$ cat config.mk
export PLATFORM = sky130hd
export DESIGN_NAME = arbitro_entrada_rr
export DESIGN_NICKNAME = d
export VERILOG_FILES = /design/src/rtl/arbitro_entrada_rr.sv
export SDC_FILE = /design/constraint.sdc
export NUM_CORES = 1
export LEC_CHECK = 0
export ABC_AREA = 1
export BUFFER_PORTS_ARGS = -buffer_cell sky130_fd_sc_hd__buf_2
export CAP_MARGIN = 20
export CORE_ASPECT_RATIO = 1.1
export CORE_MARGIN = 4
export CORE_UTILIZATION = 45
export DETAILED_ROUTE_END_ITERATION = 12
export GPL_ROUTABILITY_DRIVEN = 0
export GPL_TIMING_DRIVEN = 0
export PLACE_DENSITY = 0.79
export SETUP_SLACK_MARGIN = 0.15
export SLEW_MARGIN = 40
export SYNTH_ARGS = -nofsm -noshare
export SYNTH_HDL_FRONTEND = slang
export SYNTH_SLANG_ARGS = --single-unit
$ cat constraint.sdc
create_clock -name clk -period 2.7 [get_ports clk]
set_input_delay 0.405 -clock clk [delete_from_list [all_inputs] [get_ports clk]]
set_output_delay 0.405 -clock clk [all_outputs]
set_load 0.02 [all_outputs]
$ cat src/rtl/arbitro_entrada_rr.sv
// Weighted round-robin arbiter draining four FWFT input FIFOs into one output FIFO.
// Each queue may hold the grant for up to BURST consecutive pops before the pointer rotates.
module arbitro_entrada_rr #(
  parameter int DATA_W = 6,
  parameter int BURST  = 2
) (
  input  logic              clk,
  input  logic              reset_L,
  input  logic [3:0]        state,
  input  logic              empty0,
  input  logic              empty1,
  input  logic              empty2,
  input  logic              empty3,
  input  logic [DATA_W-1:0] data_in0,
  input  logic [DATA_W-1:0] data_in1,
  input  logic [DATA_W-1:0] data_in2,
  input  logic [DATA_W-1:0] data_in3,
  input  logic              almost_full_out,
  output logic              pop0,
  output logic              pop1,
  output logic              pop2,
  output logic              pop3,
  output logic              push_out,
  output logic [DATA_W-1:0] data_out,
  output logic              idle
);

  localparam logic [3:0] ST_RESET  = 4'b0001;
  localparam logic [3:0] ST_IDLE   = 4'b0100;
  localparam logic [3:0] ST_ACTIVE = 4'b1000;
  localparam logic [3:0] BURST_C   = 4'(BURST);

  logic [3:0]        empty_s;
  logic [DATA_W-1:0] data_s [4];
  logic [7:0]        avail_dbl_s;
  logic [3:0]        avail_s;
  logic              enable_s;
  logic              grant_s;
  logic [1:0]        offset_s;
  logic [1:0]        grant_idx_s;
  logic [1:0]        ptr_r;
  logic [3:0]        burst_cnt_r;

  assign empty_s   = {empty3, empty2, empty1, empty0};
  assign data_s[0] = data_in0;
  assign data_s[1] = data_in1;
  assign data_s[2] = data_in2;
  assign data_s[3] = data_in3;
  assign enable_s  = reset_L & ((state == ST_IDLE) | (state == ST_ACTIVE));

  // avail_s[j] says whether queue (ptr+j) mod 4 holds a word
  assign avail_dbl_s = {~empty_s, ~empty_s};
  assign avail_s     = 4'(avail_dbl_s >> ptr_r);

  // Grant selection: stay on ptr while the burst allows, otherwise search forward
  always_comb begin
    grant_s  = 1'b0;
    offset_s = 2'd0;
    if (enable_s && !almost_full_out) begin
      if (avail_s[0] && (burst_cnt_r < BURST_C)) begin
        grant_s  = 1'b1;
        offset_s = 2'd0;
      end else if (avail_s[1]) begin
        grant_s  = 1'b1;
        offset_s = 2'd1;
      end else if (avail_s[2]) begin
        grant_s  = 1'b1;
        offset_s = 2'd2;
      end else if (avail_s[3]) begin
        grant_s  = 1'b1;
        offset_s = 2'd3;
      end else begin
        grant_s  = 1'b0;
        offset_s = 2'd0;
      end
    end else begin
      grant_s  = 1'b0;
      offset_s = 2'd0;
    end
  end

  assign grant_idx_s = ptr_r + offset_s;

  assign pop0 = grant_s & (grant_idx_s == 2'd0);
  assign pop1 = grant_s & (grant_idx_s == 2'd1);
  assign pop2 = grant_s & (grant_idx_s == 2'd2);
  assign pop3 = grant_s & (grant_idx_s == 2'd3);

  // Pointer/burst bookkeeping and the registered push datapath
  always_ff @(posedge clk or negedge reset_L) begin
    if (!reset_L) begin
      ptr_r       <= 2'd0;
      burst_cnt_r <= 4'd0;
      push_out    <= 1'b0;
      data_out    <= '0;
    end else if (state == ST_RESET) begin
      ptr_r       <= 2'd0;
      burst_cnt_r <= 4'd0;
      push_out    <= 1'b0;
    end else if (grant_s) begin
      push_out <= 1'b1;
      data_out <= data_s[grant_idx_s];
      if (grant_idx_s == ptr_r) begin
        if ((burst_cnt_r + 4'd1) >= BURST_C) begin
          ptr_r       <= ptr_r + 2'd1;
          burst_cnt_r <= 4'd0;
        end else begin
          burst_cnt_r <= burst_cnt_r + 4'd1;
        end
      end else if (BURST_C == 4'd1) begin
        // a one-word burst is already exhausted by the jump itself
        ptr_r       <= grant_idx_s + 2'd1;
        burst_cnt_r <= 4'd0;
      end else begin
        ptr_r       <= grant_idx_s;
        burst_cnt_r <= 4'd1;
      end
    end else begin
      push_out <= 1'b0;
    end
  end

  assign idle = empty0 & empty1 & empty2 & empty3 & ~push_out;

endmodule

==> run_results.csv, run 1 <==
group,metric,value,unit
sta,worst_slack,-0.144,ns
cells_and_area,diodes,0,
sta,hold_viol_final,0,
sta,tightest_slew,0.403,ns
worst_setup_path,startpoint_type,"register",
sta,min_period,2.84,ns
power_and_ir_drop,cellLeakagePower,0.965,nW
sta,fin_crit_sh,105,%
die,die_h,63.1,um
worst_setup_path,cp-endpoint,"pop3",
clock_network,cts_htree_levels,1,
run_status,status,"finished with violations",
placed_design,hpwlAfterDp,2410,um
power_and_ir_drop,power_switching,0.861,mW
die,die_w,58.1,um
route,first_pass_iters,5,
power_and_ir_drop,pwr-share-seq,17.8,%
die,core_area,2570,um^2
sta,setup_viol,4,
route,vias,1468,
cells_and_area,area_growth,45.7,%
global_routing,grt_max_degree,15,
route,drc_errors,0,
die,io_pins,47,
logic_synthesis,synthCells,180,
worst_setup_path,reg2reg_to,"ptr_r[1]",
logic_synthesis,avgSynthCellArea,6.90,um^2
logic_synthesis,synthTopCellsByArea,"dfrtp_1 (26%), nand2_1 (19%), nand3_1 (5.6%)",
power_and_ir_drop,pwr-share-comb,74.9,%
route,met3WireLength,280,um
worst_setup_path,worst-endpoint-required,2.30,ns
route,postRouteAntennaNets,0,
global_routing,grt_util_all_layers,20.6,%
sta,relSlewSlack,72.9,%
route,drt-met1-wl,1410,um
worst_setup_path,r2r_setup_slack,0.22,ns
clock_network,cts-buffers-inserted,3,
sta,clock-skew-final,0.00676,ns
power_and_ir_drop,p_sw_share,49.9,%
cells_and_area,multiInputGateArea,876,um^2
run,drv_cap,0,
logic_synthesis,synth_top_area_share,26.2,%
route,routedWlPerCell,13.2,um
sta,fmax,352,MHz
run_status,violations,"negative setup slack",
logic_synthesis,synth_nets,218,
clock_network,cts_tree,"done",
worst_setup_path,worstRegToRegCells,18,
worst_setup_path,rr_startpoint,"ptr_r[0]",
logic_synthesis,ys_seq_elements,13,
route,routed_wl,3670,um
die,die-area,3670,um^2
worst_setup_path,worstSetupPathType,"register to primary output",
logic_synthesis,ys_seq_area_share,26.2,%
route,dr.first_iter.drc_count,27,
power_and_ir_drop,power.density,953,nW/um^2
cells_and_area,final_cell_mix,"nand2_1 (59), buf_2 (42), buf_4 (19)",
route,via_per_inst,5.28,
logic_synthesis,synth.largest_area_cell,"dfrtp_1",
global_routing,grt_pass1_wl,5990,um
sta,hold_slack,0.0166,ns
clock_network,clk_pin_slew,0.09,ns
cells_and_area,nFillCells,205,
sta,rsz0062_at_grt,"true",
min_path,min_path_type,"primary input to async pin",
worst_setup_path,crit_start,"ptr_r[0]",
power_and_ir_drop,internal_power,0.864,mW
route,routed-wl-met2,1890,um
worst_setup_path,cp.arrival,2.44,ns
clock_network,worstSkewPairLatency,0.28,ns
power_and_ir_drop,ir_drop,0.000768,V
cells_and_area,final_layout_size_suffix_gt1_share,48.6,%
clock_network,cts_buffer_depth,2,
sta,slew_viol_final,0,
route,top_layer_used,"met4",
placed_design,place_area,1520,um^2
global_routing,grt_pass1_vias,1456,
cells_and_area,layout_commonest_cell,"nand2_1",
placed_design,io_buffer_count,46,
global_routing,grt_overflow,0,
worst_setup_path,worst-path-max-fanout,8,
die,num_rows,19,
die,initial_core_util,48.4,%
cells_and_area,fin_area,1810,um^2
cells_and_area,finish.net_count,286,
global_routing,antenna_found_initial,0,
worst_setup_path,end_kind,"primary output",
clock_network,hold_buffers,0,
cells_and_area,final-seq-area,325,um^2
logic_synthesis,syn_area,1240,um^2
power_and_ir_drop,clock_power_share,7.3,%
logic_synthesis,yosysUniqueCellTypes,29,
clock_network,clock_sinks,13,
clock_network,clockRootBuffer,"clkbuf_4",
logic_synthesis,ys_warn_count,0,
==> synthesized netlist by cell type <==
library cell   n
a21oi_2        5
nand2_2       10
inv_4          1
a21oi_1        6
nor3b_2        1
nor3b_1        2
clkbuf_1       1
nand2_1       62
clkbuf_4       1
ha_1           3
inv_1         13
inv_6          1
o211ai_1       2
nor3_1         3
nor3_2         3
a31oi_1        1
inv_2          2
dfrtp_1       13
nand4_2        1
o21ai_1        7
buf_6          4
nand2_4        2
nand3_2        6
nor2_1        10
buf_2          1
nand3_1       14
xnor2_1        2
nor4_1         1
nor2_4         2
==> area by class of cell <==
class / count / share of cell area (%)
multi-input cells: 143 / 48.4
clock buffers: 4 / 1.45
flip-flops and latches: 13 / 18.0
repair buffers: 63 / 20.9
plain buffers: 7 / 4.63
well taps: 31 / 2.14
inverters: 17 / 4.49
==> cell families (layout without fill, tap and decap cells) <==
| kind of cell | Yosys count | count (layout) | share of synthesized area (%) |
|---|---|---|---|
| AO/OA/AOI/OAI | 21 | 21 | 10.5 |
| XOR/XNOR | 2 | 2 | 1.41 |
| adder cells (fa/ha/maj) | 3 | 3 | 3.02 |
| buffers and inverters | 24 | 91 | 10.7 |
| flip-flops | 13 | 13 | 26.2 |
| AND/OR/NAND/NOR | 117 | 117 | 48.2 |
==> per-stage QoR <==
step	setup slack [ns]	util [%]	cells	power [mW]	TNS, ns
global route	-0.295	70.5	278	1.86	-1.14
finish	-0.144	70.5	278	1.73	-0.529
detailed placement	-0.236	59.1	257	1.23	-0.702
floorplan	0.195	-	180	1.03	0
CTS	-0.0583	67.5	272	1.61	-0.215
global placement	-0.237	59.1	257	1.22	-0.670
==> per-layer routing <==
metal  track usage (%)  vias to the layer above
met3              3.47                       12
met4              9.28                        0
met5                 0                        -
li1                  -                      716
met2              37.0                       66
met1              23.1                      674
==> state kept, by name, indices dropped and copies added (netlist names) <==
signal,cells
burst_cnt_r,4
push_out,1
ptr_r,2
data_out,6
==> timing repair <==
| item | in CTS | in global routing |
|---|---|---|
| pin swaps | 10 | 7 |
| gates resized for setup | 28 | 7 |
| endpoints found under the setup margin | 4 | 7 |
| buffers inserted | 11 | 6 |
==> power by group through the flow <==
stage	Combinational (mW)	Clock [mW]	Sequential (mW)
2_1_floorplan	0.675	0	0.355
3_3_place_gp	0.915	0	0.302
3_5_place_dp	0.931	0	0.304
4_1_cts	1.18	0.125	0.301
5_1_grt	1.41	0.137	0.315
6_report	1.29	0.127	0.307
==> worst min-delay path by stage <==
| stage | startpoint | end | slack [ns] |
|---|---|---|---|
| final | reset_L | ptr_r[1] | 0.02 |
| after global routing | reset_L | ptr_r[1] | 0.03 |
| after CTS | reset_L | data_out[0] | 0.03 |
| after detailed placement | reset_L | data_out[3] | 0.33 |
| after global placement | reset_L | data_out[3] | 0.32 |
| after floorplan | reset_L | burst_cnt_r[0] | 0.11 |
==> worst max-delay path, stage by stage (launching register included) <==
cell and delay [ns]:
dfrtp_1 0.40, buf_6 0.17, inv_8 0.05, nand2_4 0.07
nand3_2 0.06, nand2_2 0.10, a31oi_4 0.08, nor3b_2 0.19
ha_2 0.22, xnor2_2 0.13, nand4_2 0.17, nand2_4 0.15
inv_4 0.08, nor3_2 0.10, buf_4 0.16
Note: power is estimated with default switching activity, not from simulation.
==> run 2: changes to the inputs <==
==> constraint.sdc (replaced) <==
create_clock -name clk -period 2.7 [get_ports clk]
set_input_delay 0.405 -clock clk [delete_from_list [all_inputs] [get_ports clk]]
set_output_delay 0.405 -clock clk [all_outputs]
set_load 0.1 [all_outputs]
==> run 2 against run 1 <==
Effect of this change: the flow still finishes with violations (negative setup slack); clock skew up 0.0051 ns; sequential share of layout area down 0.48 points; final cell count stayed put; global-route usage decreased by 2.2 points; routed wire length is 1.0% lower; critical endpoint unchanged; clock power is 5% lower; highest routed layer unchanged; combinational power grew 24%; largest cell class unchanged; setup slack got worse by 0.023 ns; design area is 2.8% higher; sequential cell count unchanged; critical path depth unchanged; total power up 17%.
==> run_results.csv, run 2 (synthesized netlist as in run 1, its figures left out) <==
group,metric,value,unit
run_status,status,"finished with violations",
run_status,violations,"negative setup slack",
min_path,min_path_type,"primary input to async pin",
die,num_rows,19,
die,die_w,58.1,um
placed_design,place_area,1560,um^2
cells_and_area,final_layout_size_suffix_gt1_share,49.8,%
cells_and_area,final_cell_mix,"nand2_1 (58), buf_2 (43), buf_4 (17)",
clock_network,cts-buffers-inserted,3,
power_and_ir_drop,cellLeakagePower,0.984,nW
cells_and_area,final-seq-area,325,um^2
cells_and_area,nFillCells,199,
worst_setup_path,rr_startpoint,"ptr_r[0]",
power_and_ir_drop,power.density,1090,nW/um^2
clock_network,clock_sinks,13,
clock_network,cts_htree_levels,1,
sta,hold_viol_final,0,
worst_setup_path,reg2reg_to,"data_out[1]",
route,first_pass_iters,4,
cells_and_area,multiInputGateArea,881,um^2
sta,worst_slack,-0.167,ns
route,drc_errors,0,
clock_network,worstSkewPairLatency,0.27,ns
worst_setup_path,cp_top_family,"simple AND/OR/NAND/NOR gates",
worst_setup_path,worstSetupPathType,"register to primary output",
clock_network,clk_pin_slew,0.09,ns
route,postRouteAntennaNets,0,
cells_and_area,layout_commonest_cell,"nand2_1",
worst_setup_path,startpoint_type,"register",
sta,fmax,349,MHz
sta,hold_slack,0.00631,ns
die,core_area,2570,um^2
route,dr.first_iter.drc_count,68,
worst_setup_path,cp.arrival,2.46,ns
global_routing,grt_pass1_wl,5420,um
cells_and_area,finish.net_count,286,
worst_setup_path,end_kind,"primary output",
cells_and_area,regMostFlops,"data_out",
sta,min_period,2.87,ns
sta,relSlewSlack,67.5,%
clock_network,cts_buffer_depth,2,
sta,rsz0062_at_grt,"true",
worst_setup_path,r2r_setup_slack,0.27,ns
global_routing,grt_overflow,0,
global_routing,grt_util_all_layers,18.4,%
die,initial_core_util,48.4,%
sta,slew_viol_final,0,
global_routing,grt_pass1_vias,1254,
sta,clock-skew-final,0.0118,ns
cells_and_area,fin_area,1860,um^2
route,vias,1435,
worst_setup_path,crit_chain,"buf_6 -> inv_8 -> nand2_2 -> nand3_2 -> nand2_2 -> a31oi_2 -> nor3b_2 -> ha_2 -> xnor2_2 -> nand4_2 -> nand2_4 -> inv_8 -> nor3_4 -> buf_12",
route,routed_wl,3630,um
worst_setup_path,worstRegToRegCells,16,
placed_design,placed_cells,257,
route,via_per_inst,5.16,
run,drv_cap,0,
clock_network,cts_tree,"done",
sta,tns,-0.637,ns
global_routing,antenna_found_initial,0,
cells_and_area,largest_reg_flops,6,
route,routedWlPerCell,13.1,um
power_and_ir_drop,ir_drop,0.000941,V
die,die-area,3670,um^2
sta,fin_crit_sh,106,%
worst_setup_path,worst-path-max-fanout,7,
global_routing,grt_max_degree,15,
worst_setup_path,worst-endpoint-required,2.30,ns
die,io_pins,47,
placed_design,io_buffer_count,46,
worst_setup_path,cp_slowest_cell,"dfrtp_1",
clock_network,clockRootBuffer,"clkbuf_4",
power_and_ir_drop,p_total,2.02,mW
worst_setup_path,cp_num_buf_inv,4,
cells_and_area,top_regs,"data_out (6), burst_cnt_r (4), ptr_r (2)",
placed_design,hpwlAfterDp,2370,um
worst_setup_path,cp_num_cells,14,
die,die_h,63.1,um
worst_setup_path,cpPeakStageDelay,0.39,ns
sta,setup_viol,4,
cells_and_area,area_growth,49.7,%
sta,tightest_slew,0.490,ns
cells_and_area,diodes,0,
cells_and_area,fin_cells,278,
==> run 2: cell types whose count changed in the layout (fill, tap and decap cells not counted), moves of 2 or more <==
cell,before,now
buf_6,6,4
buf_4,19,17
nand2_2,11,13
clkbuf_8,2,0
nor3_1,2,0
buf_12,0,5
==> run 2: cell type report <==
cell class,count,share of cell area [%]
buffer,7,4.71
clock buffer,4,1.41
inverter,17,4.64
multi-input combinational,143,47.3
sequential,13,17.5
tap,31,2.08
timing repair buffer,63,22.3
==> run 2: per-stage QoR <==
step           worst slack [ns]  util, %
2_1_floorplan            -0.564        -
3_5_place_dp             -0.318     60.6
5_1_grt                  -0.326     72.5
4_1_cts                  -0.207     68.5
3_3_place_gp             -0.308     60.6
6_report                 -0.167     72.5
==> run 2: power breakdown <==
part	switching [mW]	internal, mW	leakage [nW]
Combinational	1.03	0.566	0.798
Clock	0.0640	0.0571	0.0150
Sequential	0.0440	0.259	0.171
Total	1.14	0.883	0.984
==> run 2: worst max-delay path by stage <==
| stage | start | endpoint | slack, ns |
|---|---|---|---|
| final | ptr_r[0] | pop3 | -0.17 |
| after global routing | ptr_r[0] | pop3 | -0.33 |
| after CTS | ptr_r[0] | pop0 | -0.21 |
| after detailed placement | reset_L | pop2 | -0.32 |
| after global placement | reset_L | pop1 | -0.31 |
| after floorplan | ptr_r[1] | pop2 | -0.56 |
==> run 2: routing by layer <==
metal / vias up / routed length [um] / global-route usage, %
met2: 62 / 1870 / 31.4
met1: 647 / 1430 / 22.7
li1: 716 / - / -
met4: 0 / 101 / 7.83
met3: 10 / 229 / 2.65
met5: - / 0 / 0
==> run 2: what timing repair did <==
item / CTS / global route
resized for setup: 33 / 12
hold buffers: 0 / 0
pin swaps: 12 / 10
gates cloned: 1 / 0
setup endpoints to repair: 4 / 5
buffers inserted: 7 / 9
